## src/rtl/pipe_pkg.sv

```systemverilog
// Shared types and helpers for the pipeline hazard/forwarding controller:
// forwarding select encodings, shadow-slot tag structs and the tag match rule.
package pipe_pkg;

   localparam logic [1:0] FWD_REG = 2'b00;
   localparam logic [1:0] FWD_WB  = 2'b01;
   localparam logic [1:0] FWD_MEM = 2'b10;

   // Tags are stored at a fixed width; register numbers are zero-extended into it.
   localparam int unsigned TAG_AW = 16;

   typedef logic [TAG_AW-1:0] reg_id_t;

   typedef struct packed {
      logic    valid;
      reg_id_t rs;
      reg_id_t rt;
      reg_id_t dst;
      logic    regwrite;
      logic    memread;
   } ex_tag_t;

   typedef struct packed {
      logic    valid;
      reg_id_t dst;
      logic    regwrite;
      logic    memread;
   } mem_tag_t;

   typedef struct packed {
      logic    valid;
      reg_id_t dst;
      logic    regwrite;
   } wb_tag_t;

   typedef enum logic [0:0] {
      StRun,
      StFreeze
   } frz_state_e;

   // Register $0 is hard-wired to zero and never produces a hazard.
   function automatic logic tag_match(input logic    valid,
                                      input logic    regwrite,
                                      input reg_id_t dst,
                                      input reg_id_t opnd);
      return valid & regwrite & (dst != '0) & (dst == opnd);
   endfunction

endpackage

```

## src/rtl/hazard_fwd_sel.sv

```systemverilog
// Single-operand EX forwarding selector: EX/MEM (non-load) beats MEM/WB beats regfile.
module hazard_fwd_sel
   import pipe_pkg::*;
(
   input  reg_id_t    operand_i,
   input  mem_tag_t   mem_tag_i,
   input  wb_tag_t    wb_tag_i,
   output logic [1:0] sel_o
);

   logic mem_hit;
   logic wb_hit;

   always_comb begin
      mem_hit = tag_match(mem_tag_i.valid, mem_tag_i.regwrite, mem_tag_i.dst, operand_i);
      wb_hit  = tag_match(wb_tag_i.valid, wb_tag_i.regwrite, wb_tag_i.dst, operand_i);
      sel_o   = FWD_REG;
      // Load data is not yet available at the EX/MEM register.
      if (mem_hit && !mem_tag_i.memread) begin
         sel_o = FWD_MEM;
      end else if (wb_hit) begin
         sel_o = FWD_WB;
      end
   end

endmodule

```

## src/rtl/pipe_hazard_unit.sv

```systemverilog
// Hazard and forwarding controller for the 5-stage pipeline: shadow tag pipeline,
// load-use stall, branch flush and multi-cycle load freeze. HAZARD_PERF_EN adds counters.
module pipe_hazard_unit
   import pipe_pkg::*;
#(
   parameter int unsigned REG_AW  = 5,
   parameter int unsigned MEM_LAT = 1,
   parameter int unsigned PERF_W  = 32
) (
   input  logic              clk,
   input  logic              startin,
   input  logic              id_valid,
   input  logic [REG_AW-1:0] id_rs,
   input  logic [REG_AW-1:0] id_rt,
   input  logic              id_uses_rs,
   input  logic              id_uses_rt,
   input  logic [REG_AW-1:0] id_dst,
   input  logic              id_regwrite,
   input  logic              id_memread,
   input  logic              mem_branch_taken,
   output logic              pc_en,
   output logic              if_id_en,
   output logic              id_ex_en,
   output logic              ex_mem_en,
   output logic              mem_wb_en,
   output logic              if_id_flush,
   output logic              id_ex_flush,
   output logic              ex_mem_flush,
   output logic [1:0]        fwd_a,
   output logic [1:0]        fwd_b,
`ifdef HAZARD_PERF_EN
   output logic [PERF_W-1:0] stall_cnt,
   output logic [PERF_W-1:0] flush_cnt,
`endif
   output logic              id_byp_a,
   output logic              id_byp_b
);

   localparam logic       FreezeEn = (MEM_LAT > 1);
   localparam logic [3:0] LatLast  = (MEM_LAT > 1) ? 4'(MEM_LAT - 2) : 4'd0;

   ex_tag_t    ex_q, ex_d;
   mem_tag_t   mem_q, mem_d;
   wb_tag_t    wb_q, wb_d;
   frz_state_e frz_q;
   logic [3:0] lat_cnt_q;

   reg_id_t id_rs_w;
   reg_id_t id_rt_w;
   reg_id_t id_dst_w;
   logic    frozen;
   logic    branch;
   logic    ld_use;
   logic    stall;

   assign id_rs_w  = TAG_AW'(id_rs);
   assign id_rt_w  = TAG_AW'(id_rt);
   assign id_dst_w = TAG_AW'(id_dst);

   // Hazard detection and stage control.
   always_comb begin
      frozen = (frz_q == StFreeze);
      branch = !frozen && mem_branch_taken;
      ld_use = id_valid && ex_q.valid && ex_q.memread &&
               ((id_uses_rs && tag_match(ex_q.valid, ex_q.regwrite, ex_q.dst, id_rs_w)) ||
                (id_uses_rt && tag_match(ex_q.valid, ex_q.regwrite, ex_q.dst, id_rt_w)));
      stall  = !frozen && !branch && ld_use;

      pc_en        = !frozen && !stall;
      if_id_en     = !frozen && !stall;
      id_ex_en     = !frozen;
      ex_mem_en    = !frozen;
      mem_wb_en    = !frozen;
      if_id_flush  = branch;
      id_ex_flush  = branch || stall;
      ex_mem_flush = branch;

      id_byp_a = id_valid && id_uses_rs &&
                 tag_match(wb_q.valid, wb_q.regwrite, wb_q.dst, id_rs_w);
      id_byp_b = id_valid && id_uses_rt &&
                 tag_match(wb_q.valid, wb_q.regwrite, wb_q.dst, id_rt_w);
   end

   // Shadow next-state: hold while frozen, bubble wherever a flush is asserted.
   always_comb begin
      ex_d  = ex_q;
      mem_d = mem_q;
      wb_d  = wb_q;
      if (!frozen) begin
         if (id_ex_flush) begin
            ex_d = '0;
         end else begin
            ex_d.valid    = id_valid;
            ex_d.rs       = id_rs_w;
            ex_d.rt       = id_rt_w;
            ex_d.dst      = id_dst_w;
            ex_d.regwrite = id_regwrite;
            ex_d.memread  = id_memread;
         end
         if (ex_mem_flush) begin
            mem_d = '0;
         end else begin
            mem_d.valid    = ex_q.valid;
            mem_d.dst      = ex_q.dst;
            mem_d.regwrite = ex_q.regwrite;
            mem_d.memread  = ex_q.memread;
         end
         wb_d.valid    = mem_q.valid;
         wb_d.dst      = mem_q.dst;
         // The taken branch itself moves into WB but never writes a register.
         wb_d.regwrite = mem_q.regwrite && !branch;
      end
   end

   always_ff @(posedge clk or negedge startin) begin
      if (!startin) begin
         ex_q  <= '0;
         mem_q <= '0;
         wb_q  <= '0;
      end else begin
         ex_q  <= ex_d;
         mem_q <= mem_d;
         wb_q  <= wb_d;
      end
   end

   // Freeze starts when a load lands in MEM and lasts MEM_LAT-1 cycles.
   always_ff @(posedge clk or negedge startin) begin
      if (!startin) begin
         frz_q     <= StRun;
         lat_cnt_q <= '0;
      end else begin
         case (frz_q)
            StRun: begin
               if (FreezeEn && mem_d.valid && mem_d.memread) begin
                  frz_q     <= StFreeze;
                  lat_cnt_q <= '0;
               end
            end
            StFreeze: begin
               if (lat_cnt_q == LatLast) begin
                  frz_q     <= StRun;
                  lat_cnt_q <= '0;
               end else begin
                  lat_cnt_q <= lat_cnt_q + 4'd1;
               end
            end
            default: begin
               frz_q     <= StRun;
               lat_cnt_q <= '0;
            end
         endcase
      end
   end

   hazard_fwd_sel u_fwd_a (
      .operand_i (ex_q.rs),
      .mem_tag_i (mem_q),
      .wb_tag_i  (wb_q),
      .sel_o     (fwd_a)
   );

   hazard_fwd_sel u_fwd_b (
      .operand_i (ex_q.rt),
      .mem_tag_i (mem_q),
      .wb_tag_i  (wb_q),
      .sel_o     (fwd_b)
   );

`ifdef HAZARD_PERF_EN
   logic [PERF_W-1:0] stall_cnt_q;
   logic [PERF_W-1:0] flush_cnt_q;

   always_ff @(posedge clk or negedge startin) begin
      if (!startin) begin
         stall_cnt_q <= '0;
         flush_cnt_q <= '0;
      end else begin
         if ((stall || frozen) && (stall_cnt_q != '1)) begin
            stall_cnt_q <= stall_cnt_q + 1'b1;
         end
         if (branch && (flush_cnt_q != '1)) begin
            flush_cnt_q <= flush_cnt_q + 1'b1;
         end
      end
   end

   assign stall_cnt = stall_cnt_q;
   assign flush_cnt = flush_cnt_q;
`endif

endmodule

```

## config.mk

```make
export PLATFORM = sky130hd
export DESIGN_NAME = pipe_hazard_unit
export DESIGN_NICKNAME = d
export VERILOG_FILES = /design/src/rtl/pipe_pkg.sv /design/src/rtl/hazard_fwd_sel.sv /design/src/rtl/pipe_hazard_unit.sv
export SDC_FILE = /design/constraint.sdc
export NUM_CORES = 1
export LEC_CHECK = 0
export CORE_MARGIN = 2
export CORE_UTILIZATION = 25
export CTS_BUF_LIST = sky130_fd_sc_hd__clkbuf_4 sky130_fd_sc_hd__clkbuf_8
export DETAILED_ROUTE_END_ITERATION = 10
export PLACE_DENSITY_LB_ADDON = 0.2
export RECOVER_POWER = 25
export SLEW_MARGIN = 10
export SYNTH_ARGS = -nofsm -noshare
export SYNTH_HDL_FRONTEND = slang
export SYNTH_HIERARCHICAL = 1
export SYNTH_SLANG_ARGS = --single-unit
```

## constraint.sdc

```tcl
create_clock -name clk -period 3.9 [get_ports clk]
set_input_delay 0.78 -clock clk [delete_from_list [all_inputs] [get_ports clk]]
set_output_delay 0.78 -clock clk [all_outputs]
set_load 0.1 [all_outputs]
```

==> results of run 1 <==
[per-stage QoR]
stage | worst slack, ns | cells
after floorplan | 0.03316 | 427
after global placement | 0.7032 | 589
after detailed placement | 0.6625 | 589
after CTS | 0.3812 | 597
after global routing | 0.2300 | 597
final | 0.4319 | 597
[cell families after synthesis]
logic type,count (synthesis)
buf+inv,20
simple gates,89
mux,7
other cells,1
flops,38
compound gates,54
fa+ha+maj,2
xor+xnor,85
[placed cells by master (no fill, tap or decap), drive strengths merged, types with 2 or more instances in the layout]
cell type,synthesis,routed
nor3,4,4
nand4,23,23
a311oi,2,2
nand2,25,25
or4,4,4
a32oi,18,18
xor2,6,6
clkbuf,7,8
nand4b,2,2
dfrtp,38,38
xnor2,79,79
clkdlybuf4s50,0,21
inv,3,3
nand3,3,3
o21ai,21,21
nor2,5,5
ha,2,2
and3,2,2
buf,10,17
nor4,18,18
a22o,9,9
mux2,7,7
conb,1,132
[worst max-delay path by stage]
stage / from / slack [ns] / endpoint
final: ex_q[3]$_DFFE_PN0N_ / 0.43 / pc_en
after global routing: ex_q[3]$_DFFE_PN0N_ / 0.23 / if_id_en
after CTS: ex_q[3]$_DFFE_PN0N_ / 0.38 / if_id_en
after detailed placement: id_valid / 0.66 / if_id_en
after global placement: id_valid / 0.70 / if_id_en
after floorplan: id_rs[3] / 0.03 / id_byp_a
[power by group through the flow]
stage          Combinational, W  Clock [W]  Sequential [W]
2_1_floorplan          0.000177          0        0.000458
3_3_place_gp           0.000234          0        0.000476
3_5_place_dp           0.000235          0        0.000476
4_1_cts                0.000235   0.000293        0.000468
5_1_grt                0.000268   0.000311        0.000474
6_report               0.000238   0.000282        0.000468
[routing by layer]
metal | part of all wire [%] | wire length [µm]
met5 | 0 | 0
met4 | 0.90 | 63
met3 | 3.7 | 262
met2 | 45 | 3153
met1 | 50 | 3521
[state kept, by name, indices dropped and copies added (netlist names)]
register / flops
ex_q: 18
frozen: 1
lat_cnt_q: 4
mem_q: 8
wb_q: 7
[layout make-up]
| type | count | share of cell area (%) |
|---|---|---|
| well taps | 140 | 4.547 |
| clock buffers | 7 | 2.338 |
| repair buffers | 39 | 9.841 |
| inverters | 3 | 0.2923 |
| clock inverters | 1 | 0.1299 |
| flip-flops and latches | 38 | 24.68 |
| multi-input cells | 369 | 58.17 |
[worst max-delay path, cell delays in order (launching register included)]
cell     delay (ns)
dfrtp_1        0.46
or4_1          0.58
o21ai_2        0.70
nor2_1         0.13
a21oi_2        0.31
buf_12         0.22
==> results.yml, run 1 <==
run_status:
  outcome: "finished with violations"
  violations: "capacitance limit, slew limit"
synth:
  synth-xor-area-share_pct: 26.60
  yosysWarnings: 6
  syn_inst: 296
  synth-seq-cells: 38
  synth_area_leaders: "dfrtp_1 34%, xnor2_1 25%, a32oi_1 5.6%, nand4_1 5.1%, nor4_1 4.0%"
  synthAdderAreaFrac_pct: 0.8941
  netlist.top_cell.by_area: "dfrtp_1"
  synth_commonest_cells: "79 x xnor2_1, 38 x dfrtp_1, 25 x nand2_1"
  syn_area_um2: 2799
  async_flop_share_pct: 100.0
  muxShareOfSynthArea_pct: 2.816
  synthSimpleGateAreaFrac_pct: 17.52
  synth.most_common_cell: "xnor2_1"
  synth_top_area_share_pct: 33.97
  synth_top_family_by_area: "XOR/XNOR gates"
  yosysSeqAreaShare_pct: 33.97
  synthDistinctLibCells: 36
  avgSynthCellArea_um2: 9.456
  synth_edf_count: 0
  synth_compound_area_share_pct: 14.08
  ys.flop_type: "dfrtp_1"
worst_hold_path:
  hold_depth: 1
  hold_end: "lat_cnt_q[3]$_DFFE_PN0P_"
  holdCritPathClass: "reg2reg"
  hold_start: "lat_cnt_q[3]$_DFFE_PN0P_"
setup_path:
  reg2reg_slack_ns: 1.76
  crit_required_ns: 3.12
  critPathKind: "reg2out"
  cp-start-kind: "register"
  rr_worst_depth: 4
  critical_path.max_fanout: 20
  cp.arrival_ns: 2.69
  r2r_end: "ex_q[1]$_DFFE_PN0N_"
  r2r-start: "ex_q[3]$_DFFE_PN0N_"
  crit_path_end_kind: "output pin"
power_and_ir_drop:
  p_total_w: 0.0009885
  swShare_pct: 30.27
  combPwrFrac_pct: 24.1
  p_seq_share_pct: 47.3
  ir_drop_mv: 0.1442
  intPower_w: 0.0006892
  p_per_area_nw_per_um2: 256.6
  p_clk_share_pct: 28.6
  p_leak_nw: 1.583
  p_switching_w: 0.0002993
sta:
  setup_viol: 0
  slew_viol_final: 39
  rsz0062_at_grt: "no"
  slew_headroom_pct: -33.11
  max_freq_ghz: 0.2883
  finClkSkew_ns: 0.004518
  period_share_pct: 88.93
  finalHoldViolations: 0
  fin_crit_ns: 3.468
  hold_slack_ns: 0.4909
  tightest_slew_ns: 1.997
  tns_ns: 0
clock_tree:
  cts_tree: "yes"
  cts_buffers: 5
  cts.sinks: 38
  cts_hold_buf: 0
  cts_buffer_depth: 2
  cts_setup_buffers: 0
  post_cts_resized: 0
  path_clk_slew_ns: 0.07
  cts-root-buf: "clkbuf_8"
  clock_latency_ns: 0.29
  htreeDepth: 2
floorplanning:
  die_w_um: 109.8
  start_util_pct: 25.71
  die_h_um: 109.8
  io_pins: 37
  die-area_um2: 12060
  coreArea_um2: 10890
  std_cell_rows: 38
routing:
  via_count: 2524
  postRouteAntennaNets: 0
  wl_per_cell_um: 11.73
  firstDrtPassIters: 4
  routed_via_density: 4.228
  routed_wirelength_mm: 7.001
  drt_drc_violations_left: 0
  dr.first_iter.drc_count: 120
global_route:
  grtUsageMet3_pct: 1.897
  antenna_found_initial: 0
  gr-usage-met1_pct: 18.32
  grt_max_degree: 46
  busiest_layer: "met2"
  grtUsageMet2_pct: 20.55
  grt_pass1_wl_mm: 12.23
  overflow: 0
  grtUsageTotal_pct: 12.82
  first_global_vias: 2516
cells_and_area:
  seq_area_um2: 950.9
  final_util_pct: 35.38
  nFillCells: 1118
  num-nets-final: 481
  fin_area_um2: 3852
  drive_above_1_share_pct: 8.534
  syn_to_final_growth_pct: 37.64
  multiInputGateArea_um2: 2241
  n_antenna_cell: 0
place:
  gp_congestion: 0.7856
  io_buffer_count: 36
  dpl.hpwl_mm: 5.545
  place_area_um2: 3759
job:
  cap_violations: 1
(Power assumes the default switching activity.)
==> run 2: changes to the inputs <==
--- a/config.mk
+++ b/config.mk
@@ -9,6 +9,7 @@
 export CORE_UTILIZATION = 25
 export CTS_BUF_LIST = sky130_fd_sc_hd__clkbuf_4 sky130_fd_sc_hd__clkbuf_8
 export DETAILED_ROUTE_END_ITERATION = 10
+export MAX_ROUTING_LAYER = met4
 export PLACE_DENSITY_LB_ADDON = 0.2
 export RECOVER_POWER = 25
 export SLEW_MARGIN = 10
==> run 2 against run 1 <==
  * Die area unchanged
  * Largest cell class unchanged
  * Final cell count stayed put
  * Flip-flop and latch count unchanged
  * Via count down 0.44%
  * Worst hold slack about the same
  * Clock-buffer cell count unchanged
  * Sequential power about the same
  * Register-to-register slack lost 0.02 ns
  * Clock power hardly changed
  * The flow still finishes with violations (capacitance limit, slew limit)
==> results.yml, run 2 (same netlist as run 1, synthesis figures left out) <==
setup_path:
  critical_path.max_fanout: 20
  rr_worst_depth: 4
  crit_path_end_kind: "output pin"
  cp-start-kind: "register"
  cp.arrival_ns: 2.69
  critPathKind: "reg2out"
  crit_required_ns: 3.12
place:
  gp_congestion: 0.7966
  io_buffer_count: 36
  post-place-ws_ns: 0.6625
  dpl.hpwl_mm: 5.545
  placed_cells: 589
worst_hold_path:
  holdCritPathClass: "reg2reg"
  hold_depth: 1
clock_tree:
  cts_setup_buffers: 0
  cts_tree: "yes"
  post_cts_resized: 0
  clock_latency_ns: 0.28
  cts-root-buf: "clkbuf_8"
  cts_buffers: 5
  path_clk_slew_ns: 0.07
  cts_hold_buf: 0
  cts.sinks: 38
  cts_buffer_depth: 2
  htreeDepth: 2
sta:
  finalHoldViolations: 0
  rsz0062_at_grt: "no"
  worst_slack_ns: 0.4274
  slew_viol_final: 39
  hold_slack_ns: 0.4910
  fin_crit_ns: 3.473
  setup_viol: 0
  finClkSkew_ns: 0.003476
  period_share_pct: 89.04
  tightest_slew_ns: 1.995
  max_freq_ghz: 0.2880
  slew_headroom_pct: -32.99
  tns_ns: 0
cells_and_area:
  final_cells: 597
  drive_above_1_share_pct: 8.534
  reg_top3: "ex_q: 18 flops, mem_q: 8 flops, wb_q: 7 flops"
  multiInputGateArea_um2: 2241
  seq_area_um2: 950.9
  n_antenna_cell: 0
  syn_to_final_growth_pct: 37.64
  nFillCells: 1118
  num-nets-final: 481
  regMostFlops: "ex_q"
  final_util_pct: 35.38
  mostFrequentLayoutCell: "conb_1"
  mostFrequentLayoutCells: "132 x conb_1, 79 x xnor2_1, 38 x dfrtp_1"
  largest_reg_flops: 18
global_route:
  antenna_found_initial: 0
  overflow: 0
  first_global_vias: 2509
  grtUsageTotal_pct: 13.20
  grt_pass1_wl_mm: 12.24
  grt_max_degree: 46
routing:
  firstDrtPassIters: 4
  wl_per_cell_um: 11.71
  drt_drc_violations_left: 0
  routed_wirelength_mm: 6.992
  via_count: 2513
  dr.first_iter.drc_count: 107
  routed_via_density: 4.209
  postRouteAntennaNets: 0
job:
  cap_violations: 1
floorplanning:
  std_cell_rows: 38
  die_h_um: 109.8
  die-area_um2: 12060
  io_pins: 37
  coreArea_um2: 10890
  start_util_pct: 25.71
  die_w_um: 109.8
power_and_ir_drop:
  p_clk_share_pct: 28.6
  ir_drop_mv: 0.1447
  p_leak_nw: 1.583
  combPwrFrac_pct: 24.1
  intPower_w: 0.0006893
  p_per_area_nw_per_um2: 256.6
  p_seq_share_pct: 47.3
  swShare_pct: 30.28
  p_switching_w: 0.0002993
run_status:
  outcome: "finished with violations"
  violations: "capacitance limit, slew limit"
## run 2: cell counts in the layout (fill, tap and decap cells not counted)
Identical to the previous run, type by type.
## run 2: critical path, cell delays in order (launching register included)
cell     delay, ns
dfrtp_1       0.46
or4_1         0.58
o21ai_2       0.71
nor2_1        0.13
a21oi_2       0.31
buf_12        0.22
## run 2: through the flow
step / instance area [µm²] / power (W)
2_1_floorplan: 3303 / 0.0006354
3_3_place_gp: 3759 / 0.0007098
3_5_place_dp: 3759 / 0.0007109
4_1_cts: 3854 / 0.0009964
5_1_grt: 3852 / 0.001054
6_report: 3852 / 0.0009886
## run 2: cell type report
cell class / instances / area share [%]
Multi-Input combinational cell: 369 / 58.17
Sequential cell: 38 / 24.68
Inverter: 3 / 0.2923
Tap cell: 140 / 4.547
Clock inverter: 1 / 0.1299
Clock buffer: 7 / 2.338
Timing Repair Buffer: 39 / 9.841
## run 2: worst paths after layout
kind	endpoint	slack, ns	start
max	pc_en	0.43	ex_q[3]$_DFFE_PN0N_
min	lat_cnt_q[3]$_DFFE_PN0P_	0.49	lat_cnt_q[3]$_DFFE_PN0P_
max reg2reg	ex_q[36]$_DFFE_PN0N_	1.74	ex_q[3]$_DFFE_PN0N_
min reg2reg	lat_cnt_q[3]$_DFFE_PN0P_	0.49	lat_cnt_q[3]$_DFFE_PN0P_
max in group asynchronous	ex_q[18]$_DFFE_PN0N_	1.70	startin
min in group asynchronous	lat_cnt_q[0]$_DFFE_PN0P_	1.05	startin
## run 2: routing by layer
layer / wire length [µm] / global-route usage [%] / part of all wire (%) / vias up
met5: 0 / - / 0 / -
met4: 53 / 2.441 / 0.76 / 0
met3: 335 / 1.660 / 4.8 / 6
met2: 3137 / 20.46 / 45 / 56
met1: 3466 / 18.57 / 50 / 1166
li1: - / - / - / 1285
## run 2: power groups by stage
stage               clock network, W  logic, W  registers (W)
finish                      0.000283  0.000238       0.000467
floorplan                          0  0.000177       0.000458
global placement                   0  0.000234       0.000476
CTS                         0.000293  0.000235       0.000468
global route                0.000312  0.000268       0.000474
detailed placement                 0  0.000235       0.000476
==> patch 1: new RTL, settings of run 2 <==
The parameter `REG_AW` goes from 5 to 3.
--- a/src/rtl/pipe_hazard_unit.sv
+++ b/src/rtl/pipe_hazard_unit.sv
@@ -4,5 +4,5 @@
    import pipe_pkg::*;
 #(
-   parameter int unsigned REG_AW  = 5,
+   parameter int unsigned REG_AW  = 3,
    parameter int unsigned MEM_LAT = 1,
    parameter int unsigned PERF_W  = 32
Ports: changed (resized id_dst, id_rs and id_rt); port bits go from 37 to 31. The function was not compared with the original's and may differ.
==> patch 1 against run 2 <==
The flow finishes with violations (max-capacitance violations); routed wire length decreased by 34%; setup slack better by 0.28 ns; area after synthesis down 23%; sequential cell count shrank 10; clock skew is 0.0049 ns higher; clock power is 19% lower; power fell by 28%; design area decreased by 16%; critical path type is now in -> out; critical endpoint is now id_ex_flush; highest routed layer unchanged.
==> patch 1: results (changes against run 2) <==
| Metric | Value |
|---|---|
| Status | `finished with violations` |
| Violated checks | `max-capacitance violations` |
| Final setup skew | `0.00837 ns (+0.00489 ns)` |
| Post-synthesis adder-cell area fraction | `0.0116 (+0.00266)` |
| Inserted Clock Buffers | `3 (-2)` |
| Yosys cell types | `30 (-17%)` |
| # nets final | `422 (-12%)` |
| Reg-to-reg endpoint | `ex_q[35]` |
| Regs by FF count | `ex_q x12, mem_q x6, wb_q x5` |
| Critical R2R Launch | `frozen` |
| Max cap viols | `1 (unchanged)` |
| Worst VDD drop | `0.173 mV (+20%)` |
| GRT Overall Usage | `0.109 (-0.0226)` |
| Syn Area/Cell | `9.85 µm² (+4.2%)` |
| Mux cell area share after synthesis | `0.0261 (-0.00206)` |
| CP Max Fanout | `3 (-85%)` |
| Clk pin slew, worst setup/hold paths | `0.09 ns (+0.02 ns)` |
| Vias in the first global route | `1945 (-22%)` |
| Area contributors post-synth | `dfrtp_1, xnor2_1, nand4_1, a32o_1, nor4_1` |
| Pleak | `0.00141 µW (-11%)` |
| CP max stage cell | `clkdlybuf4s50_1` |
| Initial DRC count | `29 (-73%)` |
| Gpl congestion | `0.737 (-7.5%)` |
| Largest net degree at the start of global routing | `32 (-30%)` |
| Vias per inst | `3.80 (-9.7%)` |
| CP Capture Point | `id_ex_flush` |
| Slew margin rel. | `0.00148 (+0.331)` |
==> patch 1: cell count changes after synthesis, sizes merged, moves of 2 or more <==
| cell | run 2 | this run |
|---|---|---|
| clkbuf | 7 | 3 |
| a32oi | 18 | 0 |
| buf | 10 | 7 |
| a22o | 9 | 7 |
| dfrtp | 38 | 28 |
| o21ai | 21 | 2 |
| nand2 | 25 | 3 |
| a32o | 0 | 12 |
| mux2 | 7 | 5 |
| xnor2 | 79 | 71 |
| nand4 | 23 | 25 |
| or4 | 4 | 2 |
==> patch 1: power groups by stage <==
stage	Clock (µW)	Combinational, µW	Sequential [µW]
after floorplan	0	130	318
after global placement	0	166	323
after detailed placement	0	166	324
after CTS	234	166	318
after global routing	249	195	320
final	229	170	317
==> patch 1: cell type report <==
class | count | area [µm²]
clock inverter | 1 | 30.0
multi-input combinational | 332 | 1970
timing repair buffer | 34 | 333
fill | 849 | 5070
tap | 105 | 131
inverter | 4 | 15.0
sequential | 28 | 701
clock buffer | 3 | 41.3
==> patch 1: cell families after synthesis <==
family | after synthesis
DFF | 28
muxes | 5
other | 1
xor gates and xnor gates | 77
and+or+nand+nor | 66
AOI/OAI and AO/OA | 26
adders and majority gates | 2
buffers and inverters | 14
==> patch 1: per-stage QoR <==
stage | utilization | hold WS (ns) | instance area [µm²] | setup slack (ns)
finish | 0.389 | 0.466 | 3230 | 0.704
floorplan | - | 0.438 | 2750 | 0.139
global placement | 0.381 | 0.457 | 3160 | 0.707
global route | 0.389 | 0.536 | 3230 | 0.607
detailed placement | 0.381 | 0.458 | 3160 | 0.721
CTS | 0.390 | 0.478 | 3230 | 0.713
==> patch 1: metal layers <==
layer	wire length (µm)	global-route usage
met1	2220	0.133
met2	2240	0.198
met3	121	0.0101
met4	23	0.0228
met5	0	-
==> patch 2: new RTL, config.mk and constraints of run 2 <==
Made on the original files. Add an input register stage for `id_dst`, cleared by the reset; this delays it by one clock. The other inputs are not delayed to match.
--- a/src/rtl/pipe_hazard_unit.sv
+++ b/src/rtl/pipe_hazard_unit.sv
@@ -40,4 +40,14 @@
    localparam logic [3:0] LatLast  = (MEM_LAT > 1) ? 4'(MEM_LAT - 2) : 4'd0;
 
+   logic [REG_AW-1:0] id_dst_q;
+
+   always_ff @(posedge clk or negedge startin) begin
+      if (!startin) begin
+         id_dst_q <= '0;
+      end else begin
+         id_dst_q <= id_dst;
+      end
+   end
+
    ex_tag_t    ex_q, ex_d;
    mem_tag_t   mem_q, mem_d;
@@ -56,5 +66,5 @@
    assign id_rs_w  = TAG_AW'(id_rs);
    assign id_rt_w  = TAG_AW'(id_rt);
-   assign id_dst_w = TAG_AW'(id_dst);
+   assign id_dst_w = TAG_AW'(id_dst_q);
 
    // Hazard detection and stage control.
Behaviour: not the same (a bounded check fails within 4 cycles, from zero or initial values).
==> patch 2 against run 2 <==
The run still ends with max-capacitance violations, max-slew violations left; final cell count increased by 1.3%; clock power increased by 28%; setup slack got worse by 0.023 ns; area after synthesis increased by 4.5%; power increased by 14%; design area increased by 3.8%; synthesized cell count increased by 1.7%; routed wire length increased by 3.9%; sequential cell count increased by 5; count of clock-buffer cells in the layout decreased by 1; critical path type unchanged; critical endpoint is now id_ex_flush; largest cell class unchanged; largest power group unchanged.
==> patch 2: results (changes against run 2) <==
| Metric | Value |
|---|---|
| Share of cells above drive strength 1 | `0.0693 (-0.0161)` |
| Final setup skew | `0.0103 ns (+0.00684 ns)` |
| Ant diodes | `0 (unchanged)` |
| 1st-pass router iterations | `4 (unchanged)` |
| Detailed placer's ending HPWL | `5420 µm (-2.3%)` |
| GRT Overall Usage | `0.125 (-0.00752)` |
| Yosys cell types | `37 (+2.8%)` |
| Initial DRC count | `83 (-22%)` |
| First-pass GRT wire length | `12400 µm (+0.91%)` |
| Area contributors post-synth | `dfrtp_1, xnor2_1, a32oi_1, nand4_1, nor4_1` |
| Sequential-to-total area share from yosys stat | `0.368 (+0.0283)` |
| Pre-CTS WS | `0.643 ns (-0.0196 ns)` |
| Status | `finished with violations` |
| Sw frac | `0.288 (-0.0145)` |
| Post-synth top cells | `xnor2_1, dfrtp_1, nand2_1` |
| Pleak | `0.00165 µW (+4.3%)` |
| Gpl congestion | `0.743 (-6.8%)` |
| XOR/XNOR share of the synthesized area | `0.255 (-0.0114)` |
| Worst path max stage delay | `1.30 ns (+0.59 ns)` |
| GRT met2 Usage | `0.201 (-0.00384)` |
| Complex-gate fraction of the synthesized area | `0.135 (-0.00603)` |
| Fin. max-slew vios | `82 (+110%)` |
| Largest net degree at the start of global routing | `46 (unchanged)` |
| Violated checks | `max-capacitance violations, max-slew violations` |
| CP max stage cell | `clkbuf_1` |
| Worst VDD drop | `0.170 mV (+17%)` |
| Clk pin slew, worst setup/hold paths | `0.09 ns (+0.02 ns)` |
| Slew margin rel. | `-0.560 (-0.230)` |
| WL final | `7270 µm (+3.9%)` |
| Skew-Pair Late Insertion Delay | `0.30 ns (+0.02 ns)` |
| Vias in the first global route | `2419 (-3.6%)` |
| Vias per inst | `4.17 (-0.85%)` |
| Met3 global-route usage | `0.0189 (+0.00230)` |
| Global-route track usage on met1 | `0.168 (-0.0181)` |
| Crit path max-delay family | `buffers and inverters` |
| Mux cell area share after synthesis | `0.0270 (-0.00121)` |
| Post-CTS Setup Inserts | `0 (unchanged)` |
| Post-synthesis adder-cell area fraction | `0.00856 (-0.000383)` |
| # nets final | `486 (+1.0%)` |
| Warnings from Yosys | `6 (unchanged)` |
| Max cap viols | `2 (+1)` |
| Signal arrival time at the worst endpoint | `2.72 ns (+0.03 ns)` |
## patch 2: cell count changes after synthesis
cell     before  now
o21ai_1      16   11
mux2_1        0    6
o21ai_0       4    9
dfrtp_1      38   43
mux2_2        7    1
## patch 2: area by class of cell
cell class                 instances  area, µm²
inverter                           3       11.3
multi-input combinational        369       2240
timing repair buffer              39        375
sequential                        43       1080
clock inverter                     2       35.0
clock buffer                       6       82.6
tap                              143        179
fill                            1213       7420
## patch 2: worst paths after layout
| check | slack (ns) | endpoint | from | cells after the start |
|---|---|---|---|---|
| worst max-delay path | 0.40 | id_ex_flush | frozen | 4 |
| worst min-delay path | 0.47 | lat_cnt_q[3] | lat_cnt_q[3] | 1 |
| worst max register to register | 1.31 | ex_q[1] | frozen | 5 |
| worst min register to register | 0.47 | lat_cnt_q[3] | lat_cnt_q[3] | 1 |
| max in group asynchronous | 1.39 | ex_q[18] | startin | 1 |
| min in group asynchronous | 1.19 | ex_q[34] | startin | 1 |
## patch 2: cell families after synthesis
family | Yosys count
multiplexers | 7
adder cells (fa/ha/maj) | 2
flip-flops | 43
AND/OR/NAND/NOR | 89
XOR/XNOR | 85
buffers and inverters | 20
AO/OA/AOI/OAI | 54
other | 1
## patch 2: worst register-to-register path: cells and delay by family (launching register included)
kind | cells | cell delay, ns
AO/OA/AOI/OAI | 2 | 0.38
AND/OR/NAND/NOR | 1 | -0.01
buffers and inverters | 2 | 1.63
flip-flops | 1 | 0.46
## patch 2: through the flow
stage / cell area [µm²] / cells
6_report: 4000 / 605
5_1_grt: 4000 / 605
4_1_cts: 4010 / 605
3_5_place_dp: 3890 / 597
3_3_place_gp: 3890 / 597
2_1_floorplan: 3430 / 432
## patch 2: power by group through the flow
stage	registers (µW)	logic [µW]	clock network [µW]
global placement	535	230	0
CTS	526	232	373
floorplan	515	175	0
finish	525	235	363
global route	532	267	389
detailed placement	535	231	0
## patch 2: layer usage
metal	vias up	part of all wire
li1	1299	-
met1	1164	0.47
met2	56	0.48
met3	6	0.042
met4	0	0.0066
met5	-	0
